===== config.mk =====
export PLATFORM = sky130hd
export DESIGN_NAME = dmem_dump_ctrl
export DESIGN_NICKNAME = d
export VERILOG_FILES = /design/src/rtl/cpu_dbg_pkg.sv /design/src/rtl/dump_byte_ser.sv /design/src/rtl/dmem_dump_ctrl.sv
export SDC_FILE = /design/constraint.sdc
export NUM_CORES = 1
export LEC_CHECK = 0
export CAP_MARGIN = 10
export CORE_UTILIZATION = 48
export DETAILED_ROUTE_END_ITERATION = 10
export PLACE_DENSITY = 0.86
export SKIP_CTS_REPAIR_TIMING = 1
export SLEW_MARGIN = 10
export SYNTH_ARGS = -nofsm -noshare
export SYNTH_HDL_FRONTEND = slang
export SYNTH_SLANG_ARGS = --single-unit

===== constraint.sdc =====
create_clock -name clk -period 2.35 [get_ports clk]
set_input_delay 0.47 -clock clk [delete_from_list [all_inputs] [get_ports clk]]
set_output_delay 0.47 -clock clk [all_outputs]
set_load 0.01 [all_outputs]

===== src/rtl/cpu_dbg_pkg.sv =====
// Shared definitions for the CPU debug data-memory dump path:
// FSM state encoding, bytes per word and the default read latency.
package cpu_dbg_pkg;

    localparam int DUMP_BYTES = 4;
    localparam int WORD_W     = DUMP_BYTES * 8;
    localparam int DEF_RD_LAT = 1;

    typedef enum logic [2:0] {
        ST_IDLE    = 3'd0,
        ST_SETTLE  = 3'd1,
        ST_CAPTURE = 3'd2,
        ST_SEND    = 3'd3,
        ST_NEXT    = 3'd4
    } dump_state_t;

endpackage


===== src/rtl/dump_byte_ser.sv =====
// Word-to-byte serializer: loads one 32-bit word and presents it MSB byte
// first on a valid/ready byte interface.
//
// Handshake: a byte transfers on every rising edge where tx_valid and
// tx_ready are both high. Once tx_valid is raised, tx_valid and tx_data
// hold steady until that transfer happens; only clear (abort) or reset may
// drop tx_valid early. tx_valid never depends on tx_ready.
module dump_byte_ser
    import cpu_dbg_pkg::*;
(
    input  logic              clk,
    input  logic              rst_n,
    input  logic              load,
    input  logic              clear,
    input  logic [WORD_W-1:0] word,
    output logic [7:0]        tx_data,
    output logic              tx_valid,
    input  logic              tx_ready,
    output logic              word_sent
);

    logic [WORD_W-1:0] shift_q;
    logic [1:0]        byte_idx;
    logic              fire;

    assign fire      = tx_valid & tx_ready;
    assign tx_data   = shift_q[WORD_W-1 -: 8];
    assign word_sent = fire && (byte_idx == 2'(DUMP_BYTES - 1));

    // Shift register, byte index and valid flag; clear beats a concurrent transfer.
    always_ff @(posedge clk or negedge rst_n) begin
        if (!rst_n) begin
            shift_q  <= '0;
            byte_idx <= '0;
            tx_valid <= 1'b0;
        end else if (clear) begin
            byte_idx <= '0;
            tx_valid <= 1'b0;
        end else if (load) begin
            shift_q  <= word;
            byte_idx <= '0;
            tx_valid <= 1'b1;
        end else if (fire) begin
            shift_q  <= {shift_q[WORD_W-9:0], 8'h00};
            byte_idx <= byte_idx + 2'd1;
            if (word_sent) begin
                tx_valid <= 1'b0;
            end
        end
    end

endmodule


===== src/rtl/dmem_dump_ctrl.sv =====
// Dumps an inclusive window of CPU data memory through the debug read port
// and streams every word as four bytes, MSB first, to a byte sink.
// DATA_W must stay 32: the serializer is built for four bytes per word.
module dmem_dump_ctrl
    import cpu_dbg_pkg::*;
#(
    parameter int ADDR_W = 8,
    parameter int DATA_W = 32,
    parameter int RD_LAT = DEF_RD_LAT
) (
    input  logic              clk,
    input  logic              rst_n,
    input  logic              start,
    input  logic              abort,
    input  logic [ADDR_W-1:0] base_addr,
    input  logic [ADDR_W-1:0] last_addr,
    output logic [ADDR_W-1:0] dladdr,
    output logic              reading,
    input  logic [DATA_W-1:0] data,
    output logic [7:0]        tx_data,
    output logic              tx_valid,
    input  logic              tx_ready,
    output logic              busy,
    output logic              done,
    output logic [ADDR_W:0]   word_cnt,
    output logic [2:0]        dbg_state
);

    localparam logic [2:0] LAT_LAST = 3'(RD_LAT - 1);

    dump_state_t       state;
    logic [ADDR_W-1:0] last_q;
    logic [2:0]        lat_cnt;
    logic              ser_load;
    logic              ser_clear;
    logic              word_sent;

    assign ser_load  = (state == ST_CAPTURE);
    assign ser_clear = abort && (state != ST_IDLE);
    assign dbg_state = state;

    dump_byte_ser u_ser (
        .clk       (clk),
        .rst_n     (rst_n),
        .load      (ser_load),
        .clear     (ser_clear),
        .word      (data),
        .tx_data   (tx_data),
        .tx_valid  (tx_valid),
        .tx_ready  (tx_ready),
        .word_sent (word_sent)
    );

    // Dump sequencer: address sweep, latency wait, word accounting; abort wins.
    always_ff @(posedge clk or negedge rst_n) begin
        if (!rst_n) begin
            state    <= ST_IDLE;
            last_q   <= '0;
            lat_cnt  <= '0;
            dladdr   <= '0;
            reading  <= 1'b0;
            busy     <= 1'b0;
            done     <= 1'b0;
            word_cnt <= '0;
        end else begin
            done <= 1'b0;
            if (ser_clear) begin
                // A final byte transferring alongside abort still completes its word.
                state   <= ST_IDLE;
                reading <= 1'b0;
                busy    <= 1'b0;
                if (word_sent) begin
                    word_cnt <= word_cnt + {{ADDR_W{1'b0}}, 1'b1};
                end
            end else begin
                case (state)
                    ST_IDLE: begin
                        if (start && !abort) begin
                            last_q   <= last_addr;
                            dladdr   <= base_addr;
                            reading  <= 1'b1;
                            busy     <= 1'b1;
                            word_cnt <= '0;
                            lat_cnt  <= '0;
                            state    <= ST_SETTLE;
                        end
                    end
                    ST_SETTLE: begin
                        if (lat_cnt == LAT_LAST) begin
                            state <= ST_CAPTURE;
                        end else begin
                            lat_cnt <= lat_cnt + 3'd1;
                        end
                    end
                    ST_CAPTURE: begin
                        state <= ST_SEND;
                    end
                    ST_SEND: begin
                        if (word_sent) begin
                            word_cnt <= word_cnt + {{ADDR_W{1'b0}}, 1'b1};
                            state    <= ST_NEXT;
                        end
                    end
                    ST_NEXT: begin
                        if (dladdr == last_q) begin
                            reading <= 1'b0;
                            busy    <= 1'b0;
                            done    <= 1'b1;
                            state   <= ST_IDLE;
                        end else begin
                            dladdr  <= dladdr + {{(ADDR_W-1){1'b0}}, 1'b1};
                            lat_cnt <= '0;
                            state   <= ST_SETTLE;
                        end
                    end
                    default: begin
                        state <= ST_IDLE;
                    end
                endcase
            end
        end
    end

endmodule


==> results.md, run 1 <==
* Switch share at 36.1%
* Total negative setup slack at 0 ns
* Worst-case setup slack after placement at between 0.1 and 0.15 ns
* Number of buffers on the longest clock path at 2
* Number of nets in the finished design at 503
* Sequential Area at 0.00170 mm^2
* Post-synthesis average cell area at 9.50 um^2
* Final count of pins violating max slew at 0
* Root buffer cell: clkbuf_8
* Status: completed
* Largest area contributor in the netlist: dfrtp_1
* P_int at 3.13 mW
* Area enclosed by the die boundary at 0.00769 mm^2
* Overall die height at 87.7 um
* Count of state elements after synthesis at 68
* Cell chain of the critical path: clkdlybuf4s50_1
* Horizontal die dimension at 87.7 um
* Comb power frac at 37.2%
* Critical path buffers and inverters at 1
* Wire length of the first global-routing pass at 13.8 mm
* Number of iterations in the first detailed-routing pass at 4
* Number of global-route vias before repair at approximately 2,900
* Overall routed net length at 8.55 mm
* Unrepaired setup endpoints after global routing: no
* Summed instance area of the synthesized netlist at 0.00352 mm^2
* Asr flop ratio synth at 100%
* Final Wtd Congestion at 0.834
* Leakage dissipation at 1.98 nW
* R2R cell count at 5
* Final setup violation count at 0
* Critical path's largest stage delay at 0.67 ns
* Number of buffers created by CTS at 9
* DRT iter0 DRCs at 145
* Path type of the worst min-delay path: in2async
* Max-capacitance violation count at 0
* Clock transition at the registers of the reported paths at approximately 0.08 ns
* Endpoint type of the worst setup path: primary output
* CP delay by family, top: buffers and inverters
* Most common library cell in the layout ignoring fill and taps: clkdlybuf4s50_1
* Share of the clock period used by the worst path at between 90% and 100%
* Placeable core region at around 0.007 mm^2
* Total vias in the final route at 2,981
* Largest clock skew in the final design at 0.00865 ns
* Worst Setup Start Kind: flip-flop
* Maximum number of pins on one net before global-route repair at 57
* Worst vdd ir at 0.000429 V
* Yosys cell types at 46
* CTS tree: done
* Arrival time at the worst endpoint at approximately 1.7 ns
* Largest cells by area after synthesis: dfrtp_1 (48%), mux2i_1 (8.8%), nand2_1 (7.7%)
* H-tree depth at 3
* Initial cell density of the core at between 50% and 60%
* Number of antenna violations at the first check in global routing at 0
* Count of antenna-violating nets left after detailed routing at 0
* Synthesized netlist net count at 429
* Transition time at the pin with the least slew margin at 0.850 ns
* Flop2flop setup slack at 0.32 ns
* Setup crit start: dbg_state[1]
* Fraction of post-synthesis cell area in the top cell type by area at 48.3%
* Count of flip-flops with a built-in enable after synthesis at 0
* Sequential area share after synthesis at 48.3%
* Cell count along the critical path at 1
* Inserted Diodes at 0
* Launch instance of the worst register-to-register path: dbg_state[1]
* Clock Power Share at 22.1%
* WL per Instance at 15.7 um
* Fraction of final layout cells sized beyond drive strength 1 at under 10%
* Worst slew margin relative to its limit at 43.3%
* Count of warnings emitted by yosys at 0
* Final critical path time including I/O delays and setup at ~2.1 ns
* WP data required at 1.88 ns
* Power density relative to cell area at 1060 mW/mm^2
* Layout fillers at ~520
* Final setup slack of the worst path at about 0.21 ns
* Total global routing track utilization at 23.7%
* Remaining design rule violation count at 0
* NetSw at about 1.8 mW
* Worst setup path class: reg2out
* Detail Placement HPWL at 6.05 mm
* Row count at 30
* Count of boundary I/O pins at 85
* Via density at roughly 5.5
* Layout Area Growth over Synthesis at 30.7%
* Hold violation count in the final report at 0
* Crit path max fanout at 13
* Cell type of the slowest stage on the worst timing path: clkdlybuf4s50_1
* Main flop type after synthesis: dfrtp_1
* FMAX at 467 MHz
* Clock net sink count at 68
* Number of I/O port buffers at 84
* Congestion Overflow GR at 0
* Area occupied by multi-input gates at 0.00161 mm^2
* Sequential group share of total power at roughly two fifths
* Synthesized instance count at about 370
* Leading cell types in the layout, fill and taps excluded: clkdlybuf4s50_1 (83), nand2_1 (72), dfrtp_1 (68), mux2i_1 (31), o21ai_0 (23)
* Worst-Skew Late Latency at 0.35 ns
-- cell families after synthesis --
| family | synth area share (%) |
|---|---|
| simple gates | 17.8 |
| xor+xnor | 2.73 |
| fa+ha+maj | 1.78 |
| buf+inv | 6.21 |
| flops | 48.3 |
| compound gates | 14.0 |
| mux | 9.13 |
-- cell usage after synthesis, types with 2 or more instances --
| cell | n |
|---|---|
| nand2_1 | 72 |
| dfrtp_1 | 68 |
| mux2i_1 | 31 |
| o21ai_0 | 23 |
| nor2_1 | 21 |
| a21oi_1 | 18 |
| buf_2 | 13 |
| nand3_1 | 13 |
| xnor2_1 | 10 |
| buf_4 | 9 |
| a22o_1 | 8 |
| inv_1 | 8 |
| o21ai_1 | 8 |
| and3_1 | 6 |
| clkbuf_1 | 6 |
| nand4_1 | 6 |
| ha_1 | 5 |
| nor3_1 | 5 |
| a31oi_1 | 3 |
| buf_6 | 3 |
| o211ai_1 | 3 |
| o22ai_1 | 3 |
| a2bb2oi_1 | 2 |
| a311oi_1 | 2 |
| nor3b_1 | 2 |
| nor4_1 | 2 |
| o211a_1 | 2 |
-- layer usage --
layer  wire [um]  track usage, %  vias up
met5           0               0        -
met4         277            12.7        0
met3         318            3.96       22
met2        4230            38.5       87
met1        3720            30.4     1431
li1            -               -     1441
-- power by group through the flow --
stage                     Combinational [mW]  Sequential (mW)  Clock [mW]
after floorplan                         1.26             1.92           0
after global placement                  1.73             1.98           0
after detailed placement                1.82             2.01           0
after CTS                               1.84             1.99        1.09
after global routing                    2.03             2.04        1.14
final                                   1.83             2.00        1.08
-- through the flow --
step                      std cells  util (%)  total power, mW  area [um^2]  hold WS, ns
final                           546      66.3             4.90         4610        0.221
after global routing            546      66.3             5.21         4610        0.289
after CTS                       546      66.3             4.92         4610        0.243
after detailed placement        530      63.1             3.83         4380        0.472
after global placement          530      63.1             3.71         4380        0.460
after floorplan                 371         -             3.18         3520        0.174
-- state kept, by name, summed over array words and instances (netlist names) --
name,flops
dbg_state,3
u_ser.tx_valid,1
done,1
lat_cnt,3
u_ser.shift_q,32
busy,1
u_ser.byte_idx,2
last_q,8
dladdr,8
word_cnt,9
-- final cells by class --
| cell class | count | area share (%) |
|---|---|---|
| Tap cell | 96 | 2.61 |
| Sequential cell | 68 | 36.9 |
| Inverter | 8 | 0.652 |
| Timing Repair Buffer | 94 | 20.0 |
| Clock buffer | 9 | 2.69 |
| Multi-Input combinational cell | 264 | 34.9 |
| Clock inverter | 7 | 2.15 |
-- final timing paths --
path | endpoint
worst max-delay path | dbg_state[1]
worst min-delay path | last_q[0]
worst max register to register | word_cnt[5]
worst min register to register | u_ser.shift_q[15]
max in group asynchronous | u_ser.shift_q[15]
min in group clk | u_ser.shift_q[15]
Note: power is estimated with default switching activity, not from simulation.
==> run 2: changes to the inputs <==
--- a/config.mk
+++ b/config.mk
@@ -5,10 +5,12 @@
 export SDC_FILE = /design/constraint.sdc
 export NUM_CORES = 1
 export LEC_CHECK = 0
+export ABC_AREA = 1
 export CAP_MARGIN = 10
 export CORE_UTILIZATION = 48
 export DETAILED_ROUTE_END_ITERATION = 10
-export PLACE_DENSITY = 0.86
+export PLACE_DENSITY = 0.85
+export SETUP_SLACK_MARGIN = 0.05
 export SKIP_CTS_REPAIR_TIMING = 1
 export SLEW_MARGIN = 10
 export SYNTH_ARGS = -nofsm -noshare
==> run 2 against run 1 <==
Compared with the run above:
- worst hold slack lost 0.053 ns
- total power increased by 7.5%
- utilization fell by 1.8 points
- sequential power grew 3%
- fmax grew 9.2%
- final area increased by 3.8%
- critical path depth unchanged
- largest power group is now combinational logic
==> results.md, run 2 <==
* Status: completed
* Root buffer cell: clkbuf_8
* Count of state elements after synthesis at 68
* Final count of pins violating max slew at 0
* Endpoint type of the worst setup path: primary output
* Cell count along the critical path at 1
* Largest clock skew in the final design at 0.0100 ns
* Initial cell density of the core at 50.5%
* Number of buffers on the longest clock path at 2
* Number of global-route vias before repair at 3,436
* Via density at ~5
* Layout fillers at 590
* Critical path buffers and inverters at 1
* Yosys cell types at 36
* Layout Area Growth over Synthesis at 27.9%
* Number of buffers created by CTS at 9
* Critical path's largest stage delay at a little over 0.6 ns
* Hold violation count in the final report at 0
* DRT iter0 DRCs at 180
* Total placed cells including tap cells at ~650
* CTS tree: done
* Final setup violation count at 0
* Number of nets in the finished design at 619
* Worst vdd ir at roughly 0.00066 V
* Leakage dissipation at 2.23 nW
* Unrepaired setup endpoints after global routing: no
* Worst setup path class: reg2out
* Library cell with the highest instance count after synthesis: nand2_1
* Post-synthesis average cell area at around 7.7 um^2
* Sequential group share of total power at 38.9%
* Top post-synthesis cells by count: nand2_1 (188), dfrtp_1 (68), nor2_1 (48), inv_1 (36), nand3_1 (28)
* Main flop type after synthesis: dfrtp_1
* Crit path max fanout at 7
* Worst-case setup slack after placement at 0.193 ns
* Count of antenna-violating nets left after detailed routing at 0
* Asr flop ratio synth at 100%
* Maximum number of pins on one net before global-route repair at 49
* WP data required at around 1.9 ns
* Largest area contributor in the netlist: dfrtp_1
* Worst Setup Start Kind: flip-flop
* Cell chain of the critical path: clkdlybuf4s50_1
* Synthesized netlist net count at 543
* Clock transition at the registers of the reported paths at 0.07 ns
* Row count at 31
* FMAX at 510 MHz
* Fraction of final layout cells sized beyond drive strength 1 at 8.83%
* Total negative setup slack at 0 ns
* Transition time at the pin with the least slew margin at between 0.6 and 0.7 ns
* Count of flip-flops with a built-in enable after synthesis at 0
* Worst slew margin relative to its limit at 55.6%
* Total global routing track utilization at 23.4%
* Congestion Overflow GR at 0
* Largest cells by area after synthesis: dfrtp_1 (46%), nand2_1 (19%), nor2_1 (4.8%)
* Share of the clock period used by the worst path at 83.4%
* Count of warnings emitted by yosys at 0
* Minimum hold slack at between 0.15 and 0.2 ns
* Power density relative to cell area at about 1100 mW/mm^2
* P_int at about 3 mW
* Final critical path time including I/O delays and setup at 1.96 ns
* Arrival time at the worst endpoint at between 1 and 1.5 ns
* Number of iterations in the first detailed-routing pass at 4
* Most common library cell in the layout ignoring fill and taps: nand2_1
* Comb power frac at 45.0%
* Synthesized instance count at 485
* Horizontal die dimension at 90.3 um
* Placeable core region at 0.00741 mm^2
* Worst-Skew Late Latency at 0.34 ns
* Area enclosed by the die boundary at 0.00815 mm^2
* Total vias in the final route at 3,423
* Biggest registers after layout: u_ser.shift_q (32), word_cnt (9)
* Final Wtd Congestion at roughly 0.85
* Clock Power Share at 16.1%
* Max-capacitance violation count at 0
* Wire length of the first global-routing pass at 15.4 mm
* Remaining design rule violation count at 0
* WL per Instance at 13.5 um
* R2R cell count at 7
* Detail Placement HPWL at about 6.6 mm
* Max reg flops at 32
* H-tree depth at 3
* NetSw at 2.19 mW
* Power Total at 5.27 mW
* Sequential area share after synthesis at 45.5%
* Number of I/O port buffers at 84
* Overall die height at 90.3 um
* Final setup slack of the worst path at around 0.39 ns
* Leading cell types in the layout, fill and taps excluded: nand2_1 (188), clkdlybuf4s50_1 (83), dfrtp_1 (68), nor2_1 (48), inv_1 (36)
* Register name with the most flops: u_ser.shift_q
* Number of antenna violations at the first check in global routing at 0
* Count of boundary I/O pins at 85
* Clock net sink count at 68
* Switch share at 41.5%
* Cell type of the slowest stage on the worst timing path: clkdlybuf4s50_1
* Path type of the worst min-delay path: in2async
* Inserted Diodes at 0
* CP delay by family, top: buffers and inverters
* Post-layout instance count excluding filler cells at 665
* Summed instance area of the synthesized netlist at 0.00374 mm^2
* Overall routed net length at 8.95 mm
* Fraction of post-synthesis cell area in the top cell type by area at approximately 46%
[run 2: changes by cell type in the layout (fill, tap and decap cells not counted), sizes merged, moves of 6 or more]
cell,delta
nand2,+121
mux2i,-31
nor2,+31
inv,+30
a31oi,+21
nand3,+17
o21ai,-17
a21oi,-13
a22o,-8
and3,-6
xnor2,-6
[run 2: area by class of cell]
cell class / instances / area (um^2) / share of cell area (%)
clock buffer: 10 / 138 / 2.88
clock inverter: 6 / 40.0 / 0.837
inverter: 41 / 156 / 3.27
multi-input combinational: 352 / 1720 / 36.1
sequential: 68 / 1700 / 35.6
tap: 99 / 124 / 2.59
timing repair buffer: 89 / 898 / 18.8
[run 2: worst reg2reg max path, stage by stage (launching register included)]
cell and delay [ns]:
dfrtp_1 0.50, inv_1 0.11, nand2_2 0.10, nor2_2 0.37
nand3_2 0.32, nand3_1 0.24, nand2_1 0.08, nand2_1 0.07
[run 2: final timing paths]
check | start | to | slack, ns
worst max-delay path | dbg_state[1] | dbg_state[1] | 0.39
max in group asynchronous | rst_n | u_ser.shift_q[3] | 1.53
worst max register to register | dbg_state[1] | lat_cnt[1] | 0.51
worst min-delay path | rst_n | word_cnt[5] | 0.17
worst min register to register | u_ser.shift_q[5] | u_ser.shift_q[5] | 0.48
min in group clk | u_ser.shift_q[5] | u_ser.shift_q[5] | 0.48
[run 2: per-layer routing]
metal / wire (um) / GRT usage [%]
met4: 119 / 7.80
met2: 4540 / 40.3
met5: 0 / 0
met3: 494 / 5.30
met1: 3800 / 28.9
[run 2: power groups by stage]
stage / Sequential (mW) / Combinational, mW / Clock (mW)
CTS: 2.04 / 2.39 / 0.870
global placement: 2.02 / 2.26 / 0
finish: 2.05 / 2.37 / 0.849
global route: 2.11 / 2.68 / 0.925
floorplan: 1.96 / 1.73 / 0
detailed placement: 2.06 / 2.38 / 0
[run 2: through the flow]
| step | instance area, um^2 | util, % |
|---|---|---|
| detailed placement | 4600 | 62.2 |
| global placement | 4600 | 62.2 |
| finish | 4780 | 64.5 |
| global route | 4780 | 64.5 |
| CTS | 4780 | 64.5 |
| floorplan | 3740 | - |
[run 2: kinds of logic (layout without fill, tap and decap cells)]
group / count (synthesis) / after routing / share of synthesized area [%]
DFF: 68 / 68 / 45.5
xor gates and xnor gates: 7 / 7 / 1.64
AOI/OAI and AO/OA: 48 / 48 / 9.47
and+or+nand+nor: 292 / 292 / 33.3
adders and majority gates: 5 / 5 / 1.67
buffers and inverters: 65 / 146 / 8.37
==> run 3: changes to the inputs <==
==> constraint.sdc (replaced) <==
create_clock -name clk -period 2 [get_ports clk]
set_input_delay 0.4 -clock clk [delete_from_list [all_inputs] [get_ports clk]]
set_output_delay 0.4 -clock clk [all_outputs]
set_load 0.01 [all_outputs]
==> run 3 against run 2 <==
Compared with the run above:
- via count grew 2.8%
- critical path depth is the same
- total power grew 23%
- final cell count grew 1.1%
- sequential share of layout area shrank 0.72 points
- clock power grew 41%
- worst hold slack lost 0.16 ns
- sequential cell count is the same
- critical endpoint is now dladdr[3]
==> results.md, run 3 (synthesis results as in run 2) <==
* Share of the clock period used by the worst path at around 94%
* Path type of the worst min-delay path: in2async
* Root buffer cell: clkbuf_8
* Total vias in the final route at approximately 3,500
* Critical path buffers and inverters at 1
* Row count at 31
* Cell chain of the critical path: clkdlybuf4s50_1
* CP delay by family, top: buffers and inverters
* Remaining design rule violation count at 0
* Flop2flop setup slack at 0.25 ns
* Max reg flops at 32
* WL per Instance at 14.3 um
* Critical path destination: dladdr[3]
* Inserted Diodes at 0
* Placed Instance Area at 0.00468 mm^2
* Initial cell density of the core at 50.5%
* Post-layout instance count excluding filler cells at 672
* Overall routed net length at 9.61 mm
* Final Wtd Congestion at 0.868
* Number of I/O port buffers at 84
* Endpoint type of the worst setup path: primary output
* Layout fillers at about 600
* Number of nets in the finished design at 626
* Total negative setup slack at 0 ns
* Leakage dissipation at 2.28 nW
* CTS tree: done
* Hold violation count in the final report at 0
* Launch instance of the worst register-to-register path: dladdr[0]
* Biggest registers after layout: u_ser.shift_q (32), word_cnt (9)
* R2R cell count at 9
* Final setup slack of the worst path at ~0.12 ns
* Transition time at the pin with the least slew margin at between 0.5 and 0.6 ns
* Largest clock skew in the final design at 0.00962 ns
* Cell area after layout at 0.00489 mm^2
* Max-capacitance violation count at 0
* FMAX at roughly 530 MHz
* Power Total at ~6.5 mW
* Number of global-route vias before repair at 3,509
* Via density at 5.24
* Power density relative to cell area at 1330 mW/mm^2
* Clock transition at the registers of the reported paths at ~0.08 ns
* Number of buffers created by CTS at 9
* Count of antenna-violating nets left after detailed routing at 0
* Fraction of final layout cells sized beyond drive strength 1 at about a tenth
* Detail Placement HPWL at 6.83 mm
* Maximum number of pins on one net before global-route repair at 29
* Placeable core region at 0.00741 mm^2
* Clock net sink count at 68
* Sequential Area at around 0.0017 mm^2
* Status: completed
* Count of boundary I/O pins at 85
* Unrepaired setup endpoints after global routing: no
* Final setup violation count at 0
* Number of iterations in the first detailed-routing pass at 5
* Most common library cell in the layout ignoring fill and taps: nand2_1
* Total global routing track utilization at around 25%
* Area enclosed by the die boundary at ~0.0081 mm^2
* End of the worst register-to-register path: lat_cnt[2]
* Number of antenna violations at the first check in global routing at 0
* Leading cell types in the layout, fill and taps excluded: nand2_1 (188), clkdlybuf4s50_1 (83), dfrtp_1 (66), nor2_1 (48), inv_1 (36)
* WP data required at 1.60 ns
* DRT iter0 DRCs at 261
* Worst Setup Start Kind: flip-flop
* Setup crit start: dladdr[3]
* Minimum hold slack at 0.00577 ns
* Layout Area Growth over Synthesis at 30.8%
* Final count of pins violating max slew at 0
* Overall die height at 90.3 um
* Area occupied by multi-input gates at 0.00172 mm^2
* Wire length of the first global-routing pass at around 16 mm
* Worst-case setup slack after placement at 0.0210 ns
* Crit path max fanout at 8
* Cell count along the critical path at 1
* Cell type of the slowest stage on the worst timing path: clkdlybuf4s50_1
* Worst-Skew Late Latency at ~0.37 ns
* Final core utilization at between 60% and 70%
* Total placed cells including tap cells at between 600 and 700
* Number of buffers on the longest clock path at 2
* Horizontal die dimension at 90.3 um
* Worst vdd ir at around 0.00055 V
* Critical path's largest stage delay at 0.60 ns
* Worst slew margin relative to its limit at about 65%
* Worst setup path class: reg2out
* Register name with the most flops: u_ser.shift_q
* H-tree depth at 3
* Arrival time at the worst endpoint at 1.48 ns
* Final critical path time including I/O delays and setup at around 1.9 ns
* Congestion Overflow GR at 0
run 3: changes by cell type in the layout (fill, tap and decap cells not counted):
| cell | before | now |
|---|---|---|
| bufinv_16 | 0 | 1 |
| buf_4 | 3 | 8 |
| inv_6 | 0 | 4 |
| clkinv_4 | 2 | 0 |
| clkinvlp_4 | 1 | 2 |
| dfrtp_1 | 68 | 66 |
| clkbuf_8 | 10 | 9 |
| clkinv_2 | 3 | 0 |
| dfrtp_2 | 0 | 2 |
| buf_12 | 2 | 4 |
run 3: layout make-up:
class,count,area share [%]
Clock inverter,7,1.64
Clock buffer,9,2.53
Multi-Input combinational cell,352,35.3
Sequential cell,68,34.9
Timing Repair Buffer,96,20.0
Inverter,41,3.20
Tap cell,99,2.53
run 3: how the worst min path moves through the flow:
stage	start	endpoint	slack [ns]	depth (start not counted)
6_report	rst_n	last_q[1]	0.006	1
5_1_grt	rst_n	last_q[1]	0.04	1
4_1_cts	rst_n	last_q[1]	0.01	1
3_5_place_dp	rst_n	last_q[1]	0.40	1
3_3_place_gp	rst_n	word_cnt[3]	0.39	1
2_1_floorplan	rst_n	busy	0.10	0
run 3: routing by layer:
layer | vias to the layer above | track usage [%] | routed length (um) | share of wire, %
met2 | 143 | 41.0 | 4730 | 49
li1 | 1713 | - | - | -
met5 | - | 0 | 0 | 0
met3 | 23 | 5.22 | 581 | 6.0
met1 | 1639 | 31.8 | 4080 | 42
met4 | 0 | 12.1 | 216 | 2.2
run 3: report_power, final:
group | switching [mW] | internal [mW] | leakage (nW)
Combinational | 1.61 | 1.28 | 1.34
Sequential | 0.478 | 1.93 | 0.844
Clock | 0.608 | 0.593 | 0.0973
Total | 2.69 | 3.80 | 2.28
